### src/rtl/comparador_pipe.sv
// comparador_pipe: two-stage pipelined sign-magnitude comparator.
// Stage 1 registers the operand pair with its sign normalised, so that
// negative zero compares equal to +0. Stage 2 registers the one-hot
// igual/maior/menor result. Both stages sit behind a valid/ready handshake.
// Optional feature: define CMP_MINMAX_EN to add a running min/max tracker of
// operand A. It updates on each output transfer.
module comparador_pipe #(
   parameter int W = 4
) (
   input  logic         clk,
   input  logic         rst,
   input  logic         in_valid,
   output logic         in_ready,
   input  logic [W-1:0] a,
   input  logic         sa,
   input  logic [W-1:0] b,
   input  logic         sb,
   output logic         out_valid,
   input  logic         out_ready,
   output logic         igual,
   output logic         maior,
   output logic         menor
`ifdef CMP_MINMAX_EN
   ,
   input  logic         clr_mm,
   output logic         mm_valid,
   output logic [W-1:0] max_mag,
   output logic [W-1:0] min_mag,
   output logic         max_sign,
   output logic         min_sign
`endif
);

   // Sign of a zero magnitude is dropped so -0 and +0 share one encoding.
   function automatic logic norm_sign(input logic s, input logic [W-1:0] m);
      return s && (m != {W{1'b0}});
   endfunction

   // Ordering of two normalised sign-magnitude values, as {igual, maior, menor}.
   function automatic logic [2:0] cmp_sm(input logic s_x, input logic [W-1:0] m_x,
                                         input logic s_y, input logic [W-1:0] m_y);
      logic [2:0] r;
      if (s_x != s_y) begin
         r = s_x ? 3'b001 : 3'b010;
      end else if (m_x == m_y) begin
         r = 3'b100;
      end else if ((m_x > m_y) != s_x) begin
         // A larger magnitude is the larger value only when both are positive.
         r = 3'b010;
      end else begin
         r = 3'b001;
      end
      return r;
   endfunction

   logic         s1_valid_r;
   logic [W-1:0] s1_a_r;
   logic         s1_sa_r;
   logic [W-1:0] s1_b_r;
   logic         s1_sb_r;
   logic         out_valid_r;
   logic [2:0]   res_r;
   logic         s2_load_s;
   logic         s1_load_s;
   logic [2:0]   cmp_s;

   // Handshake: S2 frees up when empty or popping; S1 then follows it.
   always_comb begin
      s2_load_s = !out_valid_r || out_ready;
      s1_load_s = !s1_valid_r || s2_load_s;
      cmp_s     = cmp_sm(s1_sa_r, s1_a_r, s1_sb_r, s1_b_r);
   end

   assign in_ready  = s1_load_s;
   assign out_valid = out_valid_r;
   assign igual     = res_r[2];
   assign maior     = res_r[1];
   assign menor     = res_r[0];

   // Stage 1: capture and normalise the incoming operand pair.
   always_ff @(posedge clk or posedge rst) begin
      if (rst) begin
         s1_valid_r <= 1'b0;
         s1_a_r     <= {W{1'b0}};
         s1_sa_r    <= 1'b0;
         s1_b_r     <= {W{1'b0}};
         s1_sb_r    <= 1'b0;
      end else if (s1_load_s) begin
         s1_valid_r <= in_valid;
         if (in_valid) begin
            s1_a_r  <= a;
            s1_sa_r <= norm_sign(sa, a);
            s1_b_r  <= b;
            s1_sb_r <= norm_sign(sb, b);
         end
      end
   end

   // Stage 2: register the compare result; hold while the consumer stalls.
   always_ff @(posedge clk or posedge rst) begin
      if (rst) begin
         out_valid_r <= 1'b0;
         res_r       <= 3'b000;
      end else if (s2_load_s) begin
         out_valid_r <= s1_valid_r;
         res_r       <= s1_valid_r ? cmp_s : 3'b000;
      end
   end

`ifdef CMP_MINMAX_EN
   logic [W-1:0] s2_a_r;
   logic         s2_sa_r;
   logic         mm_valid_r;
   logic [W-1:0] max_mag_r;
   logic         max_sign_r;
   logic [W-1:0] min_mag_r;
   logic         min_sign_r;
   logic         out_xfer_s;
   logic [2:0]   vs_max_s;
   logic [2:0]   vs_min_s;

   // Order the A travelling with the current result against the tracked extremes.
   always_comb begin
      out_xfer_s = out_valid_r && out_ready;
      vs_max_s   = cmp_sm(s2_sa_r, s2_a_r, max_sign_r, max_mag_r);
      vs_min_s   = cmp_sm(s2_sa_r, s2_a_r, min_sign_r, min_mag_r);
   end

   // Carry operand A alongside the stage-2 result for the tracker.
   always_ff @(posedge clk or posedge rst) begin
      if (rst) begin
         s2_a_r  <= {W{1'b0}};
         s2_sa_r <= 1'b0;
      end else if (s2_load_s) begin
         s2_a_r  <= s1_a_r;
         s2_sa_r <= s1_sa_r;
      end
   end

   // Running min/max of A; a clear coinciding with a transfer reseeds from that A.
   always_ff @(posedge clk or posedge rst) begin
      if (rst) begin
         mm_valid_r <= 1'b0;
         max_mag_r  <= {W{1'b0}};
         max_sign_r <= 1'b0;
         min_mag_r  <= {W{1'b0}};
         min_sign_r <= 1'b0;
      end else if (out_xfer_s && (clr_mm || !mm_valid_r)) begin
         mm_valid_r <= 1'b1;
         max_mag_r  <= s2_a_r;
         max_sign_r <= s2_sa_r;
         min_mag_r  <= s2_a_r;
         min_sign_r <= s2_sa_r;
      end else if (clr_mm) begin
         mm_valid_r <= 1'b0;
      end else if (out_xfer_s) begin
         if (vs_max_s[1]) begin
            max_mag_r  <= s2_a_r;
            max_sign_r <= s2_sa_r;
         end
         if (vs_min_s[0]) begin
            min_mag_r  <= s2_a_r;
            min_sign_r <= s2_sa_r;
         end
      end
   end

   assign mm_valid = mm_valid_r;
   assign max_mag  = max_mag_r;
   assign max_sign = max_sign_r;
   assign min_mag  = min_mag_r;
   assign min_sign = min_sign_r;
`endif

endmodule

### config.mk
export PLATFORM = sky130hd
export DESIGN_NAME = comparador_pipe
export DESIGN_NICKNAME = d
export VERILOG_FILES = /design/src/rtl/comparador_pipe.sv
export SDC_FILE = /design/constraint.sdc
export NUM_CORES = 1
export LEC_CHECK = 0
export BUFFER_PORTS_ARGS = -buffer_cell sky130_fd_sc_hd__buf_2
export CORE_MARGIN = 10
export CORE_UTILIZATION = 35
export CTS_CLUSTER_DIAMETER = 80
export DETAILED_ROUTE_END_ITERATION = 10
export GPL_ROUTABILITY_DRIVEN = 0
export PLACE_DENSITY = 0.57
export SYNTH_ARGS = -nofsm -noshare
export SYNTH_HDL_FRONTEND = slang
export SYNTH_SLANG_ARGS = --single-unit
### constraint.sdc
create_clock -name clk -period 2.35 [get_ports clk]
set_input_delay 0.235 -clock clk [delete_from_list [all_inputs] [get_ports clk]]
set_output_delay 0.235 -clock clk [all_outputs]
set_load 0.01 [all_outputs]
== After elaboration in Yosys (flattened, before gate mapping) ==
Index checks and enable logic that the tools add are counted.
Storage, ports and cells
  word-level logic and storage cells: 25
  output and inout port bits: 5
  bits in registers: 15
Operators by class
  equal/unequal tests: 3
  muxes and demuxes: 5
  magnitude comparators: 1
  reductions and logical operators: 9
Operators with widths (count)
  3-bit two-way mux: 3
  4-bit nonzero test: 2
  4-bit equality test: 1
  4-bit greater-than comparator: 1
  2-bit two-way mux: 2
  1-bit logical AND: 2
  1-bit logical NOT: 2
  1-bit logical OR: 2
  1-bit != test: 2
  2-bit AND reduction: 1

== Logic depth before layout (Yosys ltp) ==
Gate-level depths: netlist (run 1).
  depth in word-level cells: 6
  mapped depth: 6

== Worst setup path after synthesis (run 1) ==
OpenSTA, ideal clock, no wires.
  kind: register -> register
  from: register s1_a_r[3]
  to: register res_r[1]
  arrival: 1.359 ns
  cell stages (with the launch flop): 6
  setup slack: 0.865 ns
  setup time: 0.126 ns
  data required time: 2.224 ns
  cells stage by stage: dfrtp_1 ha_1 and4_4 and2_4 nor3b_1 a221o_1
On the way
  word-level cells in the longest chain between the ends: 6
RTL lines
  start, declared: line 57  | logic [W-1:0] s1_a_r;
  start signal, assigned: line 84  | s1_a_r <= {W{1'b0}};
  4-bit greater-than comparator: line 47  | end else if ((m_x > m_y) != s_x) begin
  1-bit != test: line 47
  2-bit two-way mux: line 47
  3-bit two-way mux *: line 45  | end else if (m_x == m_y) begin
  3-bit two-way mux *: line 43  | if (s_x != s_y) begin
  3-bit two-way mux *: line 106  | res_r <= s1_valid_r ? cmp_s : 3'b000;
  end signal, assigned: line 106
  end, declared: line 62  | logic [2:0] res_r;
Every way passes the cells marked *; elsewhere a longest branch is shown, timed or not.
A chain may end at the register's enable or synchronous reset.

== Final worst setup path (run 1) ==
  from: register s1_b_r[3]
  to: register res_r[1]
On the way
  word-level cells in the longest chain between the ends: 6
RTL lines
  start, declared: line 59  | logic [W-1:0] s1_b_r;
  start signal, assigned: line 86  | s1_b_r <= {W{1'b0}};
  4-bit greater-than comparator: line 47
  1-bit != test: line 47
  2-bit two-way mux: line 47
  3-bit two-way mux *: line 45
  3-bit two-way mux *: line 43
  3-bit two-way mux *: line 106
Marks and branches as above.

==> results of run 1 <==
[cells in the mapped netlist, drive strengths merged]
master	instances	area share
a2111oi	1	0.019
a21o	1	0.0093
a21oi	2	0.012
a221o	1	0.012
a32o	1	0.012
and2	2	0.019
and4	1	0.014
buf	1	0.014
dfrtp	15	0.47
ha	4	0.062
inv	5	0.023
mux2	8	0.14
nand2	4	0.022
nand2b	4	0.050
nand3	1	0.0062
nand3b	1	0.014
nand4	1	0.0078
nor2b	2	0.025
nor3b	1	0.0093
o211ai	1	0.016
o21ai	3	0.019
o41ai	2	0.022
or2	1	0.0078
[kinds of logic (layout without fill, tap and decap cells)]
family,after synthesis,count (layout),synth area share
fa+ha+maj,4,4,0.0621
compound gates,12,12,0.121
simple gates,18,18,0.174
mux,8,8,0.140
buf+inv,6,27,0.0373
flops,15,15,0.466
[flip-flops by register name, summed over array words and instances (netlist names)]
register / flops
out_valid: 1
s1_a_r: 4
s1_sa_r: 1
s1_valid_r: 1
s1_sb_r: 1
s1_b_r: 4
res_r: 3
[routing by layer]
layer / vias up / wire, um / global-route usage
met4: 0 / 5 / 0.0226
met5: - / 0 / 0
li1: 268 / - / -
met2: 18 / 639 / 0.0988
met3: 2 / 158 / 0.0424
met1: 249 / 709 / 0.0918
[power groups by stage]
stage | Clock (W) | Combinational (W) | Sequential (W)
floorplan | 0 | 0.000142 | 0.000331
global placement | 0 | 0.000195 | 0.000331
detailed placement | 0 | 0.000195 | 0.000332
CTS | 0.000156 | 0.000197 | 0.000327
global route | 0.000173 | 0.000216 | 0.000332
finish | 0.000149 | 0.000192 | 0.000326
[worst reg2reg max path, stage by stage (launching register included)]
cell and delay [ns]:
dfrtp_1 0.37, inv_1 0.05, ha_1 0.32, and4_4 0.23
and2_4 0.14, nor3b_1 0.04, a221o_1 0.31
[area by class of cell]
class / instances / area (um2) / area share
inverter: 5 / 18.8 / 0.0198
sequential: 15 / 375 / 0.396
timing repair buffer: 18 / 90.1 / 0.0951
clock inverter: 1 / 5.00 / 0.00528
clock buffer: 3 / 22.5 / 0.0238
multi-input combinational: 42 / 400 / 0.423
tap: 28 / 35.0 / 0.0370
[worst paths after layout]
kind,to
max in group asynchronous,s1_a_r[2]
hold / removal,s1_valid_r
hold reg to reg,res_r[2]
setup / recovery,res_r[1]
min in group clk,s1_valid_r
setup reg to reg,res_r[1]
[cell usage in the layout (no fill, tap or decap), drive strengths merged, types with 3 or more instances in the layout]
| cell type | count |
|---|---|
| nand2b | 4 |
| inv | 5 |
| clkbuf | 3 |
| dfrtp | 15 |
| nand2 | 4 |
| mux2 | 8 |
| o21ai | 3 |
| buf | 18 |
| ha | 4 |
[per-stage QoR]
stage | cell area, um2 | util | hold WS, ns | setup slack, ns
2_1_floorplan | 806 | - | 0.136 | 0.865
3_3_place_gp | 920 | 0.416 | 0.326 | 0.799
3_5_place_dp | 920 | 0.416 | 0.333 | 0.779
4_1_cts | 947 | 0.428 | 0.00780 | 0.759
5_1_grt | 947 | 0.428 | 0.0224 | 0.696
6_report | 947 | 0.428 | -0.0152 | 0.774
==> out/qor.tcl, run 1 <==
set qor(number_of_buffers_on_the_longest_clock_path) 2
set qor(layout_worst_path_cycle_share) 0.671
set qor(final_hpwl_from_detailed_placement_mm) 1.24
set qor(largest_net_degree_at_the_start_of_global_routing) 16
set qor(fillerInstances) 224
set qor(detail_route.drc_violations) 0
set qor(finalWorstPathRequiredPeriod_ns) 1.58
set qor(fin_nets) 103
set qor(die-height_um) 68.0
set qor(worst_slew_margin_relative_to_its_limit) 0.617
set qor(vias) 537
set qor(ys_types) 28
set qor(tritoncts_clock_tree) {built}
set qor(p_sw_w) 0.000201
set qor(cell_count_post_placement) 108
set qor(clock_input_transition_at_the_sequential_cells_of_the_worst_setup_and_hold_paths_ns) 0.10
set qor(fmax_mhz) 634
set qor(internal-power_w) 0.000466
set qor(setup_total_negative_slack_ns) 0
set qor(floorplan.initialDensity) 0.364
set qor(timing.reg2reg.setup_slack_ns) 0.77
set qor(die_area_um2) 4620
set qor(portion_of_total_power_attributed_to_combinational_logic) 0.288
set qor(port-buffer-count) 18
set qor(power_density_nw_per_um2) 704
set qor(num_io_pins) 19
set qor(drt-vias-per-instance) 4.79
set qor(rr_startpoint) {s1_b_r[3]}
set qor(first_global_vias) 551
set qor(grt_pass1_wl_mm) 2.56
set qor(die_x_um) 68.0
set qor(cts-buffers-inserted) 3
set qor(core.rowCount) 17
set qor(ctsHtreeMaxLevel) 1
set qor(timing.clock.skew_ns) 0.00775
set qor(cts-root-buf) {clkbuf_4}
set qor(maxSlewViolCount) 0
set qor(synth.yosys.seq_area_share) 0.466
set qor(critPathMaxStageDelay_ns) 0.37
set qor(grt_overflow) 0
set qor(critical_path_cell_count) 6
set qor(type_of_the_most_critical_hold_path) {input pin to asynchronous set/reset pin}
set qor(wl_mm) 1.51
set qor(tightestPinTransition_ns) 0.574
set qor(timing.critical_path.max_delay_family) {simple AND/OR/NAND/NOR gates}
set qor(synth-warning-count) 0
set qor(failed_checks) {hold timing}
set qor(cap_violations) 0
set qor(synth.ff_latch_count) 15
set qor(p_total_w) 0.000667
set qor(static_power_due_to_leakage_nw) 0.473
set qor(slowest_stage) {dfrtp_1}
set qor(drive_gt1_frac) 0.476
set qor(crit_start) {s1_b_r[3]}
set qor(clock_network_latency_to_the_later_pin_of_the_worst_skew_pair_ns) 0.29
set qor(synthesis.instances) 63
set qor(area_of_the_placeable_core_um2) 2210
set qor(critical_path_buf_inv_count) 1
set qor(path_max_fanout) 3
set qor(hold_fix_buffers_at_cts) 0
set qor(drt_pass1_iterations) 2
set qor(outcome) {complete, but fails checks}
set qor(final.hold.worst_slack_ns) -0.0152
set qor(timing.critical_path.to_type) {flip-flop}
set qor(p_sw_frac) 0.301
set qor(critical_path_arrival_ns) 1.76
set qor(drtAntennaViolNets) 0
set qor(portion_of_total_power_attributed_to_sequential_cells) 0.489
set qor(syn_area_per_cell_um2) 12.8
set qor(grt_setup_unrepaired) {no}
set qor(worst_ir_drop_vdd_v) 0.000318
set qor(path_cells) {inv_1, ha_1, and4_4, and2_4, nor3b_1, a221o_1}
set qor(antenna_found_initial) 0
set qor(cts_resized) 0
set qor(worstPathRequired_ns) 2.53
set qor(clock_power_share) 0.223
set qor(number_of_failing_hold_endpoints_at_the_final_stage) 15
set qor(antennaDiodeCount) 0
set qor(synth_area_um2) 806
set qor(global_route.usage.total) 0.0719
set qor(wl_per_cell_um) 13.5
set qor(drt_iter0_drc) 11
set qor(area_growth_syn_to_layout_pct) 17.5
set qor(worstRegToRegCells) 6
set qor(critical_path_class) {flip-flop to flip-flop}
set qor(final_cells) 112
set qor(start_kind) {flip-flop}
set qor(postCtsSetupBuffers) 0
set qor(setup_violating_endpoint_count_in_the_final_report) 0
set qor(sinks_on_clock_net) 15
set qor(net_count_of_the_mapped_netlist) 81
Note: power is estimated with default switching activity, not from simulation.
==> run 2: changes to the inputs <==
- clock period: 2.35 -> 1.6 ns (I/O delays scaled with it)
==> run 2 against run 1 <==
Net effect: the flow now finishes without violations; critical path depth is 1 lower; worst hold slack better by 0.095 ns; combinational power is 100% higher; largest cell class unchanged.
==> out/qor.tcl, run 2 (synthesis results as in run 1) <==
set qor(mostFrequentLayoutCell) {buf_2}
set qor(r2r-end) {res_r[1]}
set qor(die-height_um) 68.0
set qor(cts-root-buf) {clkbuf_4}
set qor(die_area_um2) 4620
set qor(fin_nets) 109
set qor(num_io_pins) 19
set qor(wl_per_cell_um) 14.1
set qor(worstPathRequired_ns) 1.78
set qor(met2RoutedLength_um) 789
set qor(sinks_on_clock_net) 15
set qor(number_of_failing_hold_endpoints_at_the_final_stage) 0
set qor(ctsHtreeMaxLevel) 1
set qor(core.rowCount) 17
set qor(detail_route.drc_violations) 0
set qor(largest_registers_in_the_final_layout) {s1_a_r x4, s1_b_r x4, res_r x3}
set qor(drt_iter0_drc) 14
set qor(worstRegToRegCells) 5
set qor(cell_count_post_placement) 108
set qor(grt_pass1_wl_mm) 2.67
set qor(number_of_buffers_on_the_longest_clock_path) 2
set qor(top_layer) {met3}
set qor(drtAntennaViolNets) 0
set qor(p_total_w) 0.00110
set qor(layout.cells.most_common_list) {buf_2 (18), dfrtp_1 (15), mux2_4 (6), buf_4 (5)}
set qor(worst_slew_margin_relative_to_its_limit) 0.604
set qor(type_of_the_most_critical_hold_path) {input pin to flip-flop}
set qor(finalWorstPathRequiredPeriod_ns) 1.55
set qor(hold-path-endpoint) {s1_valid_r}
set qor(timing.critical_path.to_type) {flip-flop}
set qor(drt_pass1_iterations) 4
set qor(tritoncts_clock_tree) {built}
set qor(layout_worst_path_cycle_share) 0.966
set qor(cap_violations) 0
set qor(path_max_fanout) 3
set qor(timing.clock.skew_ns) 0.00857
set qor(antenna_found_initial) 0
set qor(static_power_due_to_leakage_nw) 0.504
set qor(cell_count_of_the_worst_hold_path) 2
set qor(worst_ir_drop_vdd_v) 0.000609
set qor(tightestPinTransition_ns) 0.594
set qor(area_of_the_placeable_core_um2) 2210
set qor(drive_gt1_frac) 0.589
set qor(area_growth_syn_to_layout_pct) 30.6
set qor(largest_net_degree_at_the_start_of_global_routing) 16
set qor(grt_overflow) 0
set qor(critical_path_class) {flip-flop to flip-flop}
set qor(m1WireLength_um) 718
set qor(setup_violating_endpoint_count_in_the_final_report) 0
set qor(timing.reg2reg.setup_slack_ns) 0.05
set qor(floorplan.initialDensity) 0.364
set qor(drt-vias-per-instance) 4.92
set qor(maxSlewViolCount) 0
set qor(wl_mm) 1.67
set qor(start_kind) {flip-flop}
set qor(rr_startpoint) {s1_a_r[2]}
set qor(power_density_nw_per_um2) 1040
set qor(setup_total_negative_slack_ns) 0
set qor(outcome) {completed}
set qor(layout.core_utilization) 0.476
set qor(global_route.usage.total) 0.0733
set qor(clock_input_transition_at_the_sequential_cells_of_the_worst_setup_and_hold_paths_ns) 0.10
set qor(die_x_um) 68.0
set qor(first_global_vias) 585
set qor(final_cells) 118
set qor(critical_path_arrival_ns) 1.73
set qor(met3WireLength_um) 161
set qor(antennaDiodeCount) 0
set qor(port-buffer-count) 18
set qor(vias) 581
set qor(fmax_mhz) 647
set qor(min-delay-start) {in_valid}
set qor(cts-buffers-inserted) 3
set qor(clock_network_latency_to_the_later_pin_of_the_worst_skew_pair_ns) 0.29
-- run 2: cell count changes in the layout (fill, tap and decap cells not counted) --
cell | before | now
nor2b_4 | 1 | 2
nor2b_1 | 1 | 0
ha_4 | 0 | 3
a21oi_1 | 2 | 1
inv_1 | 5 | 2
inv_2 | 0 | 3
dlygate4sd3_1 | 0 | 1
a21oi_2 | 0 | 1
buf_4 | 0 | 5
o211ai_2 | 1 | 0
ha_1 | 4 | 1
o211ai_4 | 0 | 1
-- run 2: how the worst max path moves through the flow --
stage                   start  slack, ns  cells after the start        to
floorplan           s1_a_r[3]       0.12                      5  res_r[1]
global placement    s1_b_r[3]       0.05                      6  res_r[1]
detailed placement  s1_b_r[3]       0.02                      6  res_r[1]
CTS                 s1_b_r[2]       0.04                      6  res_r[1]
global route        s1_b_r[2]     -0.002                      6  res_r[1]
finish              s1_a_r[2]       0.05                      5  res_r[1]
-- run 2: critical path: stages (launching register included) --
cell	delay, ns
dfrtp_1	0.42
ha_4	0.29
and4_4	0.23
and2_4	0.14
nor3b_1	0.04
a221o_1	0.31
-- run 2: final cells by class --
class,count,area [um2]
fill,213,1160
multi-input combinational,42,458
sequential,15,375
timing repair buffer,24,138
tap,28,35.0
clock buffer,3,22.5
inverter,5,18.8
clock inverter,1,5.00
-- run 2: power breakdown --
group          internal [W]  switching, W  total [W]  leakage (nW)
clock             0.0000929      0.000125   0.000218        0.0177
sequential         0.000437     0.0000503   0.000487         0.179
combinational      0.000230      0.000163   0.000393         0.307
total              0.000759      0.000338    0.00110         0.504
-- run 2: metal layers --
layer | GRT usage | vias up
met4 | 0.00754 | 0
met1 | 0.0956 | 276
li1 | - | 285
met2 | 0.106 | 20
met5 | 0 | -
met3 | 0.0424 | 0
-- run 2: repair_timing --
| action | CTS | global route |
|---|---|---|
| hold buffers | 1 | 0 |
| resized for setup | 1 | 9 |
| setup endpoints to repair | 1 | 2 |
| cloned | 0 | 0 |
| hold endpoints to repair | 15 | 0 |
| setup buffers | 0 | 5 |
| pin swaps | 0 | 3 |
-- run 2: metrics by stage --
step | instance area, um2 | hold WS [ns] | setup WS, ns
after global routing | 1050 | 0.0897 | -0.00174
after detailed placement | 920 | 0.258 | 0.0156
after floorplan | 806 | 0.0615 | 0.115
after global placement | 920 | 0.251 | 0.0488
after CTS | 970 | 0.0678 | 0.0388
final | 1050 | 0.0796 | 0.0548
==> run 3: changes to the inputs <==
- CORE_UTILIZATION: 35 -> 25
- PLACE_DENSITY: 0.57 -> 0.44
- SKIP_CTS_REPAIR_TIMING: default -> 1
==> run 3 against run 2 <==
Net effect: via count shrank 1.0%; first-iteration DRC count unchanged; register-to-register slack hardly changed; combinational power grew 1%; critical path depth stayed put; clock power is 4% higher; worst setup slack got worse by 0.0062 ns; die area increased by 28%; worst hold slack better by 0.0011 ns; sequential power fell by 0.8%.
==> out/qor.tcl, run 3 (synthesis results as in run 1) <==
set qor(path_max_fanout) 4
set qor(layout.cell_area.non_filler_um2) 1080
set qor(finalWorstPathRequiredPeriod_ns) 1.55
set qor(worst_slew_margin_relative_to_its_limit) 0.611
set qor(first_global_vias) 644
set qor(num_io_pins) 19
set qor(drtAntennaViolNets) 0
set qor(critical_path_arrival_ns) 1.78
set qor(drt_iter0_drc) 14
set qor(number_of_buffers_on_the_longest_clock_path) 2
set qor(ctsHtreeMaxLevel) 1
set qor(rr_startpoint) {s1_a_r[1]}
set qor(cts-buffers-inserted) 3
set qor(maxSlewViolCount) 0
set qor(area_growth_syn_to_layout_pct) 34.0
set qor(cts-root-buf) {clkbuf_4}
set qor(port-buffer-count) 18
set qor(drt-vias-per-instance) 4.26
set qor(slowest_stage) {dfrtp_1}
set qor(placement.setup.worst_slack_ns) 0.0265
set qor(setup_total_negative_slack_ns) 0
set qor(number_of_failing_hold_endpoints_at_the_final_stage) 0
set qor(fillerInstances) 325
set qor(critical_path_class) {flip-flop to flip-flop}
set qor(timing.final.ws_setup_ns) 0.0486
set qor(drt_pass1_iterations) 4
set qor(layout.cells.most_common_list) {buf_2 (18), dfrtp_1 (15), mux2_4 (6), buf_4 (6), inv_1 (5)}
set qor(tightestPinTransition_ns) 0.584
set qor(static_power_due_to_leakage_nw) 0.512
set qor(wl_per_cell_um) 13.2
set qor(core.rowCount) 20
set qor(worstPathRequired_ns) 1.83
set qor(cell_count_of_the_worst_hold_path) 2
set qor(cap_violations) 0
set qor(antenna_found_initial) 0
set qor(area_of_the_placeable_core_um2) 3080
set qor(outcome) {completed}
set qor(wl_mm) 1.78
set qor(global_route.usage.total) 0.0607
set qor(p_total_w) 0.00111
set qor(timing.reg2reg.setup_slack_ns) 0.05
set qor(hold-path-endpoint) {s1_valid_r}
set qor(layout.core_utilization) 0.351
set qor(type_of_the_most_critical_hold_path) {input pin to flip-flop}
set qor(timing.critical_path.to_type) {flip-flop}
set qor(floorplan.initialDensity) 0.262
set qor(r2r-end) {res_r[1]}
set qor(layout_worst_path_cycle_share) 0.970
set qor(vias) 575
set qor(start_kind) {flip-flop}
set qor(clock_input_transition_at_the_sequential_cells_of_the_worst_setup_and_hold_paths_ns) 0.10
set qor(worstRegToRegCells) 5
set qor(path_cells) {ha_4, nor2b_4, o211ai_4, a2111oi_2, a221o_1}
set qor(mostFrequentLayoutCell) {buf_2}
set qor(tritoncts_clock_tree) {built}
set qor(largest_net_degree_at_the_start_of_global_routing) 16
set qor(largest_registers_in_the_final_layout) {s1_a_r x4, s1_b_r x4, res_r x3}
set qor(grt_pass1_wl_mm) 2.97
set qor(grt_overflow) 0
set qor(place_area_um2) 940
set qor(die_x_um) 76.8
set qor(sinks_on_clock_net) 15
set qor(fmax_mhz) 645
set qor(critPathMaxStageDelay_ns) 0.42
set qor(die_area_um2) 5890
set qor(drive_gt1_frac) 0.560
set qor(timing.clock.skew_ns) 0.000906
set qor(final_hpwl_from_detailed_placement_mm) 1.33
set qor(setup_violating_endpoint_count_in_the_final_report) 0
set qor(clock_network_latency_to_the_later_pin_of_the_worst_skew_pair_ns) 0.29
set qor(min-delay-start) {in_valid}
set qor(power_density_nw_per_um2) 1020
set qor(die-height_um) 76.8
set qor(detail_route.drc_violations) 0
set qor(worst_ir_drop_vdd_v) 0.000449
set qor(antennaDiodeCount) 0
set qor(fin_nets) 110
==> run 3: cell count changes in the layout (fill, tap and decap cells not counted), sizes merged <==
cell,before,now
buf,23,24
==> run 3: power breakdown <==
group,total [W],internal [W],switching [W]
registers,0.000483,0.000436,0.0000468
clock network,0.000226,0.0000929,0.000133
logic,0.000397,0.000229,0.000167
total,0.00111,0.000759,0.000347
==> run 3: worst max path at each step <==
| stage | to | from | cells after the start | slack, ns |
|---|---|---|---|---|
| floorplan | res_r[1] | s1_a_r[3] | 5 | 0.12 |
| global placement | res_r[1] | s1_a_r[3] | 4 | 0.04 |
| detailed placement | res_r[1] | s1_a_r[3] | 4 | 0.03 |
| CTS | res_r[1] | s1_a_r[3] | 4 | 0.007 |
| global route | res_r[1] | s1_a_r[1] | 5 | -0.02 |
| finish | res_r[1] | s1_a_r[1] | 5 | 0.05 |
==> run 3: final cells by class <==
cell class,count,area (um2),area share
sequential,15,375,0.348
timing repair buffer,25,145,0.134
clock inverter,1,5.00,0.00463
inverter,5,18.8,0.0174
clock buffer,3,22.5,0.0209
multi-input combinational,42,458,0.424
tap,44,55.1,0.0510
==> run 3: metal layers <==
metal  share of wire  track usage  wire length, um
met5               0            0                0
met4               0       0.0112                0
met3           0.076       0.0373              135
met2            0.44       0.0927              782
met1            0.49       0.0710              865
==> run 3: critical path: cells and delay by family (launching register included) <==
| kind | cells | cell delay [ns] |
|---|---|---|
| flip-flops | 1 | 0.42 |
| AND/OR/NAND/NOR | 1 | 0.16 |
| AO/OA/AOI/OAI | 3 | 0.64 |
| adder cells (fa/ha/maj) | 1 | 0.28 |
==> run 3: stage by stage <==
step                      std cells  hold WS [ns]
after floorplan                  63        0.0615
after global placement          124         0.260
after detailed placement        124         0.265
after CTS                       128       -0.0594
after global routing            135        0.0692
final                           135        0.0806
